[config.mk]
export PLATFORM = sky130hd
export DESIGN_NAME = pipe_hazard_ctrl
export DESIGN_NICKNAME = d
export VERILOG_FILES = /design/src/rtl/pipe_hazard_ctrl.sv
export SDC_FILE = /design/constraint.sdc
export NUM_CORES = 1
export LEC_CHECK = 0
export BUFFER_PORTS_ARGS = -buffer_cell sky130_fd_sc_hd__buf_2
export CORE_AREA = 3 3 40 42
export DETAILED_ROUTE_END_ITERATION = 8
export DIE_AREA = 0 0 43 45
export PLACE_DENSITY = 0.66
export RECOVER_POWER = 25
export SYNTH_ARGS = -nofsm -noshare
export SYNTH_HDL_FRONTEND = slang
export SYNTH_SLANG_ARGS = --single-unit
[constraint.sdc]
create_clock -name clk -period 1.5 [get_ports clk]
set_clock_uncertainty 0.15 [all_clocks]
set_input_delay 0.225 -clock clk [delete_from_list [all_inputs] [get_ports clk]]
set_output_delay 0.225 -clock clk [all_outputs]
set_load 0.005 [all_outputs]
[src/rtl/pipe_hazard_ctrl.sv]
// LC-3b stall/flush sequencer: pipeline-register load enables and bubble controls (optional HAZARD_PERF_CNT_EN counters).
// Latency: controls are combinational from the registered state; the state advances once per clk.
// Backpressure: a cache miss freezes every stage; a load-use hazard holds PC/IF-ID and injects one bubble.
module pipe_hazard_ctrl #(
   parameter int STALL_CNT_W = 16
) (
   input  logic       clk,
   input  logic       reset_n,
   input  logic [3:0] id_opcode,
   input  logic       id_bit5,
   input  logic [2:0] id_sr1,
   input  logic [2:0] id_sr2,
   input  logic       ex_valid,
   input  logic [3:0] ex_opcode,
   input  logic [2:0] ex_dest,
   input  logic       mem_br_taken,
   input  logic       icache_req,
   input  logic       icache_resp,
   input  logic       dcache_req,
   input  logic       dcache_resp,
   output logic       pc_load,
   output logic       if_id_load,
   output logic       id_ex_load,
   output logic       ex_mem_load,
   output logic       mem_wb_load,
   output logic       if_id_flush,
   output logic       id_ex_flush,
   output logic       ex_mem_flush,
   output logic [1:0] ctrl_state
`ifdef HAZARD_PERF_CNT_EN
   ,
   output logic [STALL_CNT_W-1:0] miss_stall_cnt,
   output logic [STALL_CNT_W-1:0] lduse_stall_cnt,
   output logic [STALL_CNT_W-1:0] flush_cnt
`endif
);

   typedef enum logic [1:0] {
      RUN      = 2'b00,
      MEM_WAIT = 2'b01,
      REDIRECT = 2'b10,
      ILLEGAL  = 2'b11
   } state_t;

   localparam logic [3:0] OP_ADD = 4'b0001, OP_AND = 4'b0101, OP_NOT = 4'b1001;
   localparam logic [3:0] OP_LDB = 4'b0010, OP_LDR = 4'b0110, OP_LDI = 4'b1010;
   localparam logic [3:0] OP_STB = 4'b0011, OP_STR = 4'b0111, OP_STI = 4'b1011;
   localparam logic [3:0] OP_JMP = 4'b1100;

   localparam logic [4:0] LOADS_ALL   = 5'b11111;
   localparam logic [4:0] LOADS_LDUSE = 5'b00111;

   state_t     state, next_state;
   logic       flush_pending, next_flush_pending;
   logic       miss, ld_use, ex_is_load, sr1_read, sr2_read;
   logic [4:0] loads;    // {pc, if_id, id_ex, ex_mem, mem_wb}
   logic [2:0] flushes;  // {if_id, id_ex, ex_mem}

   assign miss = (icache_req & ~icache_resp) | (dcache_req & ~dcache_resp);

   always_comb begin
      sr1_read = 1'b0;
      case (id_opcode)
         OP_ADD, OP_AND, OP_NOT, OP_LDR, OP_LDB, OP_LDI,
         OP_STR, OP_STB, OP_STI, OP_JMP: sr1_read = 1'b1;
         default:                        sr1_read = 1'b0;
      endcase
   end

   // Stores carry their data register (IR[11:9]) on id_sr2.
   assign sr2_read   = (((id_opcode == OP_ADD) | (id_opcode == OP_AND)) & ~id_bit5)
                     | (id_opcode == OP_STR) | (id_opcode == OP_STB) | (id_opcode == OP_STI);
   assign ex_is_load = (ex_opcode == OP_LDR) | (ex_opcode == OP_LDB) | (ex_opcode == OP_LDI);
   assign ld_use     = ex_valid & ex_is_load
                     & ((sr1_read & (ex_dest == id_sr1)) | (sr2_read & (ex_dest == id_sr2)));

   always_comb begin
      loads              = 5'b00000;
      flushes            = 3'b000;
      next_state         = state;
      next_flush_pending = flush_pending;
      case (state)
         RUN, REDIRECT: begin
            if (miss) begin
               next_state         = MEM_WAIT;
               next_flush_pending = mem_br_taken;
            end else if (state == RUN && mem_br_taken) begin
               loads      = LOADS_ALL;
               flushes    = 3'b111;
               next_state = REDIRECT;
            end else if (state == RUN && ld_use) begin
               loads   = LOADS_LDUSE;
               flushes = 3'b010;
            end else begin
               loads      = LOADS_ALL;
               next_state = RUN;
            end
         end
         MEM_WAIT: begin
            if (miss) begin
               next_flush_pending = flush_pending | mem_br_taken;
            end else begin
               loads              = LOADS_ALL;
               next_flush_pending = 1'b0;
               if (flush_pending | mem_br_taken) begin
                  flushes    = 3'b111;
                  next_state = REDIRECT;
               end else begin
                  next_state = RUN;
               end
            end
         end
         default: begin
            next_state         = RUN;
            next_flush_pending = 1'b0;
         end
      endcase
   end

   assign {pc_load, if_id_load, id_ex_load, ex_mem_load, mem_wb_load} = reset_n ? loads : 5'b00000;
   assign {if_id_flush, id_ex_flush, ex_mem_flush}                    = reset_n ? flushes : 3'b000;
   assign ctrl_state = reset_n ? state : RUN;

   always_ff @(posedge clk) begin
      if (!reset_n) begin
         state         <= RUN;
         flush_pending <= 1'b0;
      end else begin
         state         <= next_state;
         flush_pending <= next_flush_pending;
      end
   end

`ifdef HAZARD_PERF_CNT_EN
   localparam logic [STALL_CNT_W-1:0] CNT_MAX = '1;

   always_ff @(posedge clk) begin
      if (!reset_n) begin
         miss_stall_cnt  <= '0;
         lduse_stall_cnt <= '0;
         flush_cnt       <= '0;
      end else begin
         if (state == MEM_WAIT && miss && miss_stall_cnt != CNT_MAX)
            miss_stall_cnt <= miss_stall_cnt + 1'b1;
         if (loads == LOADS_LDUSE && lduse_stall_cnt != CNT_MAX)
            lduse_stall_cnt <= lduse_stall_cnt + 1'b1;
         if (flushes[2] && flush_cnt != CNT_MAX)
            flush_cnt <= flush_cnt + 1'b1;
      end
   end
`endif

endmodule

### Word level (Yosys, flattened, before mapping)

Memories as Yosys holds them, arrays and structs flattened.
Index checks and enable logic that the tools add are counted.

* bits in latches: 0
* input bits: 26
* bits in read-only memories: 16
* logic and storage cells: 65
* RAM bits: 0
* output and inout bits: 10
* register bits after elaboration: 3
* memories: 1

Memories
* (name not given): words 16, bits a word 1, rd ports 1, clocked after Yosys merged registers in 0, wr ports 0, RTL line 63 `case (id_opcode)`

* $mul: 0
* equal/unequal tests: 15
* add/sub/neg operators: 0
* mux-type cells: 23
* bitwise gates (word level): 19
* reduce and logical (&&, ||, !) cells: 5
* div/mod/pow operators: 0
* $lt $le $gt $ge: 0
* shift-type cells: 0

Operators by type and width (number)
* two-way mux 5 bit: 5
* two-way mux 3 bit: 5
* two-way mux 2 bit: 7
* equality test 4 x 3 -> 1 bit, second input constant: 3
* case mux 5 bit (2 select lines): 1
* bitwise OR 1 bit: 9
* equality test 4 x 2 -> 1 bit, second input constant: 2
* equality test 4 bit, second input constant: 2
* AND 1 bit: 7
* equality test 3 bit: 2
* case mux 3 bit (2 select lines): 1
* equality test 4 x 1 -> 1 bit, second input constant: 1
* != test 2 bit, second input constant: 2
* != test 4 bit, second input constant: 1
* case mux 2 bit (2 select lines): 1
* inverter 1 bit: 3
* equality test 2 x 1 -> 1 bit, second input constant: 1
* equality test 2 bit, second input constant: 1
* logical AND 1 bit: 2
* logical NOT 2 bit: 1
* two-way mux 1 bit: 2
* case mux 1 bit (2 select lines): 1
* AND reduction 2 bit: 1
* OR reduction 2 bit: 1

### Longest topological paths before layout

Gate-level depths: netlist of the first run.

* word-level depth: 15
* mapped depth: 5
* gate-level depth less buffers: 4

### Worst setup path before layout of the first run

Ideal clock, no wire load.

* path kind: flip-flop to output port
* from: reg state[0]
* to: out pc_load
* path buffers: 1
* stages on the path, launching flop included: 6
* data arrival time: 0.962 ns
* slack: 0.163 ns
* required time: 1.125 ns
* cells stage by stage: dfxtp_1 -> nor2_1 -> nand4_1 -> a21oi_1 -> a21oi_1 -> buf_4

* word-level cells in the longest chain between the ends: 7
* elaborated cells between the ends (all ways): 11
* those cells by class: eq/ne: 2; mux: 5; reduce/logical: 4

Ends and longest elaborated chain
* start, declared: RTL line 53 `state_t state, next_state;`
* start signal, assigned: RTL line 129 `state <= next_state;`
* logical NOT 2 bit: RTL line 82, 87, 91
* logical AND 1 bit: RTL line 91 `end else if (state == RUN && ld_use) begin`
* two-way mux 5 bit: RTL line 91
* two-way mux 5 bit: RTL line 87 `end else if (state == RUN && mem_br_taken) begin`
* two-way mux 5 bit: RTL line 84 `if (miss) begin`
* case mux 5 bit (2 select lines) *: RTL line 82 `case (state)`
* two-way mux 5 bit *: RTL line 120 `assign {pc_load, if_id_load, id_ex_load, ex_mem_load, mem_wb_load} = reset_n ? loads : 5'b00000;`
* end, declared: RTL line 21 `output logic pc_load,`

Every way passes the cells marked *; elsewhere a longest branch is shown, timed or not.

### Final worst setup path of the first run

* from: in id_sr1[0]
* to: out id_ex_flush

* word-level cells in the longest chain between the ends: 10

Ends and longest elaborated chain
* start, declared: RTL line 11 `input logic [2:0] id_sr1,`
* equality test 3 bit: RTL line 75 `& ((sr1_read & (ex_dest == id_sr1)) | (sr2_read & (ex_dest == id_sr2)));`
* AND 1 bit: RTL line 75
* bitwise OR 1 bit: RTL line 75
* AND 1 bit: RTL line 75
* logical AND 1 bit: RTL line 91
* two-way mux 2 bit: RTL line 91
* two-way mux 3 bit: RTL line 87
* two-way mux 3 bit: RTL line 84
* case mux 3 bit (2 select lines): RTL line 82
* two-way mux 3 bit: RTL line 121 `assign {if_id_flush, id_ex_flush, ex_mem_flush} = reset_n ? flushes : 3'b000;`
* end, declared: RTL line 27 `output logic id_ex_flush,`

Every way passes these cells.

==> impl_metrics.csv, run 1 <==
group,metric,value,unit
route,wl,1.206,mm
yosys,yosys-top-cells-count,"xnor2_1, inv_1, nor2_1",
route,vias,491,
outcome,violations,"negative setup slack",
clock_network,numCtsBuffers,3,
yosys,synth_edf_count,0,
route,viasPerCell,4.632,
placement,gp_congestion,0.7607,
yosys,synthMuxAreaShare,0,%
outcome,outcome,"finished with violations",
finish,num_antenna_cells,0,
clock_network,cts_max_level,1,
finish,final_cell_area,724.4,um2
yosys,yosysSeqAreaShare,17.20,%
timing,worst_slew_pin_slew,0.2555,ns
yosys,synth_fa_ha_area_share,0,%
floorplan,initial_utilization,27.17,%
timing,setup_viol_count_final,5,
power,internal_power,0.2972,mW
timing,final_max_slew_viol_count,0,
placement,io_buffers,35,
power,p_per_area,573.7,mW/mm2
floorplan,num_rows,13,
yosys,yosys.cell_count.top_type,"xnor2_1",
setup_path,slowest_delay,0.27,ns
route,postRouteAntennaNets,0,
power,seqPwrFrac,22.8,%
clock_network,clkTransAtPathRegs,0.03,ns
yosys,synth_nets,74,
route,firstDrtPassIters,4,
setup_path,worstPathArrival,1.26,ns
route,drt-initial-drc-count,3,
clock_network,cts_tree,"yes",
floorplan,die_x,43,um
hold_path,hold_class,"in -> reg",
setup_path,crit_fanout,2,
floorplan,core_region_area,0.001285,mm2
yosys,synthArstFlopShare,0,%
yosys,yosysTopAreaCell,"xnor2_1",
setup_path,criticalPathCategory,"in -> out",
power,p_sw_share,28.49,%
placement,dpl.cell_count,96,
global_routing,overflow,0,
flow_run,drv_cap,0,
yosys,synth_top_family_by_area,"compound AO/OA/AOI/OAI gates",
clock_network,cts_root_buf,"clkbuf_4",
power,power.switching,0.1184,mW
setup_path,cpMaxStageDelayCell,"o41ai_2",
yosys,synth_seq_cells,3,
timing,fmax,609.8,MHz
power,power_frac_clock,32.8,%
global_routing,grt_pass1_wl,1.649,mm
timing,finalSetupTns,-0.4181,ns
yosys,yosysTopAreaCellShare,17.56,%
setup_path,cp-end-kind,"output pin",
yosys,synthFlopType,"dfxtp_1",
route,remaining_drc_errors,0,
timing,layout_setup_ws,-0.1398,ns
placement,dp.final_hpwl,813.2,um
finish,finalNonFillerCells,106,
yosys,yosys-top-cells-area,"xnor2_1, dfxtp_1, buf_4",
yosys,synth_xor_area_share,17.56,%
timing,slew_headroom,82.89,%
timing,period_needed,1.640,ns
floorplan,die_y,45,um
power,ir_worst_vdd,0.2947,mV
placement,pre_cts_ws,-0.1577,ns
clock_network,postCtsHoldBufs,0,
route,wl_per_cell,11.38,um
clock_network,numClockSinks,3,
yosys,synth_cell_types,18,
global_routing,grt_pass1_vias,422,
global_routing,grt_max_degree,7,
setup_path,cp.required,1.12,ns
yosys,yosysWarnings,0,
timing,hold_ws,0.1302,ns
finish,syn_to_final_growth,107.5,%
clock_network,cts.path.max_buffers,2,
placement,placed_area,528.0,um2
timing,hold_viol_final,0,
setup_path,cp_cell_sequence,"buf_6, xnor2_1, nand3_1, o22a_1, o41ai_2, buf_2",
global_routing,grtUsageTotal,11.46,%
floorplan,die_area,0.001935,mm2
floorplan,io_pins,36,
yosys,syn_inst,48,
timing,period_share,109.3,%
power,leakagePower,0.4071,nW
yosys,post_synth.cell_area_avg,7.273,um2
finish,layout-drive-gt1-share,68.13,%
finish,layout.nets,118,
clock_network,insertion_delay,0.23,ns
yosys,synth-compound-area-share,25.81,%
setup_path,startpoint_type,"input port",
yosys,syn_area,349.1,um2
yosys,yosys.area_share.simple,24.37,%
power,combPwrFrac,44.4,%
timing,rsz0062_at_grt,"true",
global_routing,grt_antenna_before_repair,0,
## worst max-delay path, delay by kind of cell
family | cells | cell delay, ns
AO/OA/AOI/OAI | 2 | 0.50
XOR/XNOR | 1 | 0.15
buffers and inverters | 2 | 0.26
AND/OR/NAND/NOR | 1 | 0.13
## metrics by stage
| stage | util [%] | total power [mW] |
|---|---|---|
| after global placement | 41.09 | 0.2195 |
| after CTS | 48.88 | 0.3838 |
| after global routing | 56.38 | 0.4539 |
| after floorplan | - | 0.1642 |
| after detailed placement | 41.09 | 0.2214 |
| final | 56.38 | 0.4156 |
## cell families after synthesis
family	Yosys count
flops	3
xor+xnor	7
simple gates	18
buf+inv	10
compound gates	10
## layout by cell type (no fill, tap or decap), drive strengths merged
cell    netlist  final
nand3         4      4
o22a          1      1
o22ai         1      1
nand4         1      1
xnor2         7      7
o211ai        1      1
nor2          5      5
buf           4     43
inv           6      6
a22oi         1      1
o311a         1      1
dfxtp         3      3
clkbuf        0      4
a21oi         3      3
o41ai         1      1
nand2         4      4
o21ai         1      1
nor2b         2      2
and2          2      2
## sequential cells by signal, summed over array words and instances (netlist names)
register	cells
state	2
flush_pending	1
## path summary, 6_finish.rpt
| path | startpoint | end | slack (ns) | cells after the start |
|---|---|---|---|---|
| worst min-delay path | reset_n | state[0] | 0.13 | 3 |
| worst max-delay path | id_sr1[0] | id_ex_flush | -0.14 | 6 |
| worst min register to register | state[0] | state[0] | 0.43 | 3 |
| worst max register to register | state[0] | flush_pending | 0.17 | 5 |
## power by group through the flow
stage	combinational (mW)	clock, mW	sequential, mW
CTS	0.151	0.143	0.0904
floorplan	0.0725	0	0.0917
global route	0.201	0.158	0.0955
global placement	0.127	0	0.0929
finish	0.185	0.136	0.0948
detailed placement	0.128	0	0.0931
## final cells by class
cell class / count / area, um2
fill: 126 / 560.5
multi-input combinational: 35 / 302.8
timing repair buffer: 43 / 289.0
clock buffer: 4 / 26.28
sequential: 3 / 65.06
inverter: 6 / 22.52
tap: 15 / 18.77
## metal layers
metal,track usage (%),vias to the layer above,wire (um),share of wire [%]
li1,-,249,-,-
met1,11.48,228,428,35
met2,22.46,14,711,59
met3,2.390,0,66,5.5
met4,5.422,0,0,0
met5,0,-,0,0
## timing repair
item,in CTS,in global routing
setup endpoints to repair,8,8
gates resized for setup,11,16
setup buffers,3,3
pin swaps,5,10
(Power assumes the default switching activity.)
==> run 2, diff against run 1 <==
--- a/config.mk
+++ b/config.mk
@@ -6,11 +6,15 @@
 export NUM_CORES = 1
 export LEC_CHECK = 0
 export BUFFER_PORTS_ARGS = -buffer_cell sky130_fd_sc_hd__buf_2
-export CORE_AREA = 3 3 40 42
+export CELL_PAD_IN_SITES_DETAIL_PLACEMENT = 2
+export CELL_PAD_IN_SITES_GLOBAL_PLACEMENT = 2
+export CORE_MARGIN = 3
+export CORE_UTILIZATION = 15
 export DETAILED_ROUTE_END_ITERATION = 8
-export DIE_AREA = 0 0 43 45
-export PLACE_DENSITY = 0.66
+export MAX_ROUTING_LAYER = met4
+export PLACE_DENSITY = 0.79
 export RECOVER_POWER = 25
+export SKIP_LAST_GASP = 1
 export SYNTH_ARGS = -nofsm -noshare
 export SYNTH_HDL_FRONTEND = slang
 export SYNTH_SLANG_ARGS = --single-unit
==> run 2 against run 1 <==
Net effect:
- the flow still finishes with violations (negative setup slack)
- clock-buffer cell count did not move
- critical path depth unchanged
- routed wire length is 41% higher
- clock power is essentially flat
- hold slack improved by 0.042 ns
- design area rose by 0.17%
- non-clock buffer count shrank 2
- sequential power shrank 2%
- global-route usage is 1.5 points higher
==> impl_metrics.csv, run 2 (synthesis results as in run 1) <==
group,metric,value,unit
outcome,violations,"negative setup slack",
placement,io_buffers,35,
timing,final_max_slew_viol_count,0,
clock_network,numClockSinks,3,
floorplan,initial_utilization,16.77,%
timing,rsz0062_at_grt,"true",
setup_path,slowest_delay,0.29,ns
setup_path,cp_cell_sequence,"buf_2, xnor2_2, nand3_2, o22a_1, o41ai_2, buf_2",
placement,dp.final_hpwl,1.246,mm
timing,period_share,115.6,%
timing,worst_slew_pin_slew,0.3021,ns
clock_network,numCtsBuffers,3,
floorplan,die_y,54.24,um
route,postRouteAntennaNets,0,
route,wl,1.701,mm
floorplan,core_region_area,0.002082,mm2
global_routing,overflow,0,
placement,gp_congestion,0.7402,
clock_network,clkTransAtPathRegs,0.04,ns
clock_network,cts.path.max_buffers,2,
finish,reg_top3,"state: 2 flops, flush_pending: 1 flops",
route,viasPerCell,4.276,
finish,finalNonFillerCells,116,
route,wl_per_cell,14.66,um
finish,largest_reg_flops,2,
clock_network,cts_root_buf,"clkbuf_4",
clock_network,insertion_delay,0.22,ns
timing,period_needed,1.734,ns
route,vias,496,
setup_path,cpMostUsedCell,"buf_2",
clock_network,postCtsHoldBufs,0,
floorplan,die_area,0.002942,mm2
global_routing,grt_max_degree,7,
setup_path,cp-end-kind,"output pin",
timing,hold_ws,0.1722,ns
setup_path,startpoint_type,"input port",
clock_network,cts_tree,"yes",
finish,syn_to_final_growth,107.9,%
global_routing,grtUsageTotal,12.93,%
setup_path,criticalPathCategory,"in -> out",
route,remaining_drc_errors,0,
global_routing,grt_pass1_vias,550,
power,ir_worst_vdd,0.3620,mV
global_routing,grt_antenna_before_repair,0,
finish,layout_commonest_cell,"buf_2",
outcome,outcome,"finished with violations",
finish,layout.nets,116,
setup_path,worstPathArrival,1.36,ns
hold_path,hold_class,"in -> reg",
finish,layout-drive-gt1-share,73.03,%
finish,top_register,"state",
timing,setup_viol_count_final,3,
setup_path,crit_fanout,2,
global_routing,grt_pass1_wl,2.518,mm
flow_run,drv_cap,0,
route,drt-initial-drc-count,3,
setup_path,cp.required,1.12,ns
setup_path,cpMaxStageDelayCell,"o41ai_2",
clock_network,cts_max_level,1,
finish,num_antenna_cells,0,
timing,fmax,576.8,MHz
power,leakagePower,0.3868,nW
placement,dpl.cell_count,109,
finish,fillers,263,
timing,hold_viol_final,0,
timing,layout_setup_ws,-0.2338,ns
setup_path,cp_top_family,"compound AO/OA/AOI/OAI gates",
finish,layout_common_cells,"buf_2, xnor2_2, inv_1, buf_4",
setup_path,critPathBufInv,2,
floorplan,io_pins,36,
timing,slew_headroom,79.71,%
route,firstDrtPassIters,5,
floorplan,die_x,54.24,um
floorplan,num_rows,16,
power,p_per_area,581.3,mW/mm2
-- run 2: path summary, 6_finish.rpt --
path | to | depth (start not counted) | start | slack (ns)
setup / recovery | id_ex_flush | 6 | ex_dest[1] | -0.23
hold / removal | flush_pending | 2 | reset_n | 0.17
setup reg to reg | flush_pending | 4 | state[0] | 0.23
hold reg to reg | flush_pending | 3 | flush_pending | 0.46
-- run 2: power by group --
part	switching (mW)	internal [mW]	total (mW)
logic	0.0905	0.101	0.192
clock network	0.0374	0.0994	0.137
registers	0.00799	0.0851	0.0931
total	0.136	0.286	0.422
-- run 2: repair_timing --
action                                  4_1_cts  5_1_grt
resized for setup                            17       10
setup buffers                                 1        2
endpoints found under the setup margin        8        8
pin swaps                                     9        5
-- run 2: metal layers --
| layer | global-route usage (%) | part of all wire, % |
|---|---|---|
| met1 | 13.82 | 38 |
| met2 | 21.31 | 55 |
| met3 | 4.360 | 5.8 |
| met4 | 6.224 | 1.0 |
| met5 | - | 0 |
-- run 2: through the flow --
stage               setup TNS [ns]  power (mW)  instance area [um2]  setup slack (ns)  utilization [%]
floorplan                        0      0.1642                349.1            0.1625                -
global placement           -0.1500      0.2260                550.5           -0.1270            26.44
detailed placement         -0.1871      0.2324                550.5           -0.1718            26.44
CTS                        -0.2986      0.4041                653.1           -0.1240            31.37
global route               -0.8747      0.4660                725.7           -0.3102            34.86
finish                     -0.4141      0.4219                725.7           -0.2338            34.86
-- run 2: area by class of cell --
class	count	area, um2	share of cell area [%]
Inverter	6	22.52	3.103
Clock buffer	4	26.28	3.621
Timing Repair Buffer	41	230.2	31.72
Sequential cell	3	67.56	9.310
Multi-Input combinational cell	35	345.3	47.59
Tap cell	27	33.78	4.655
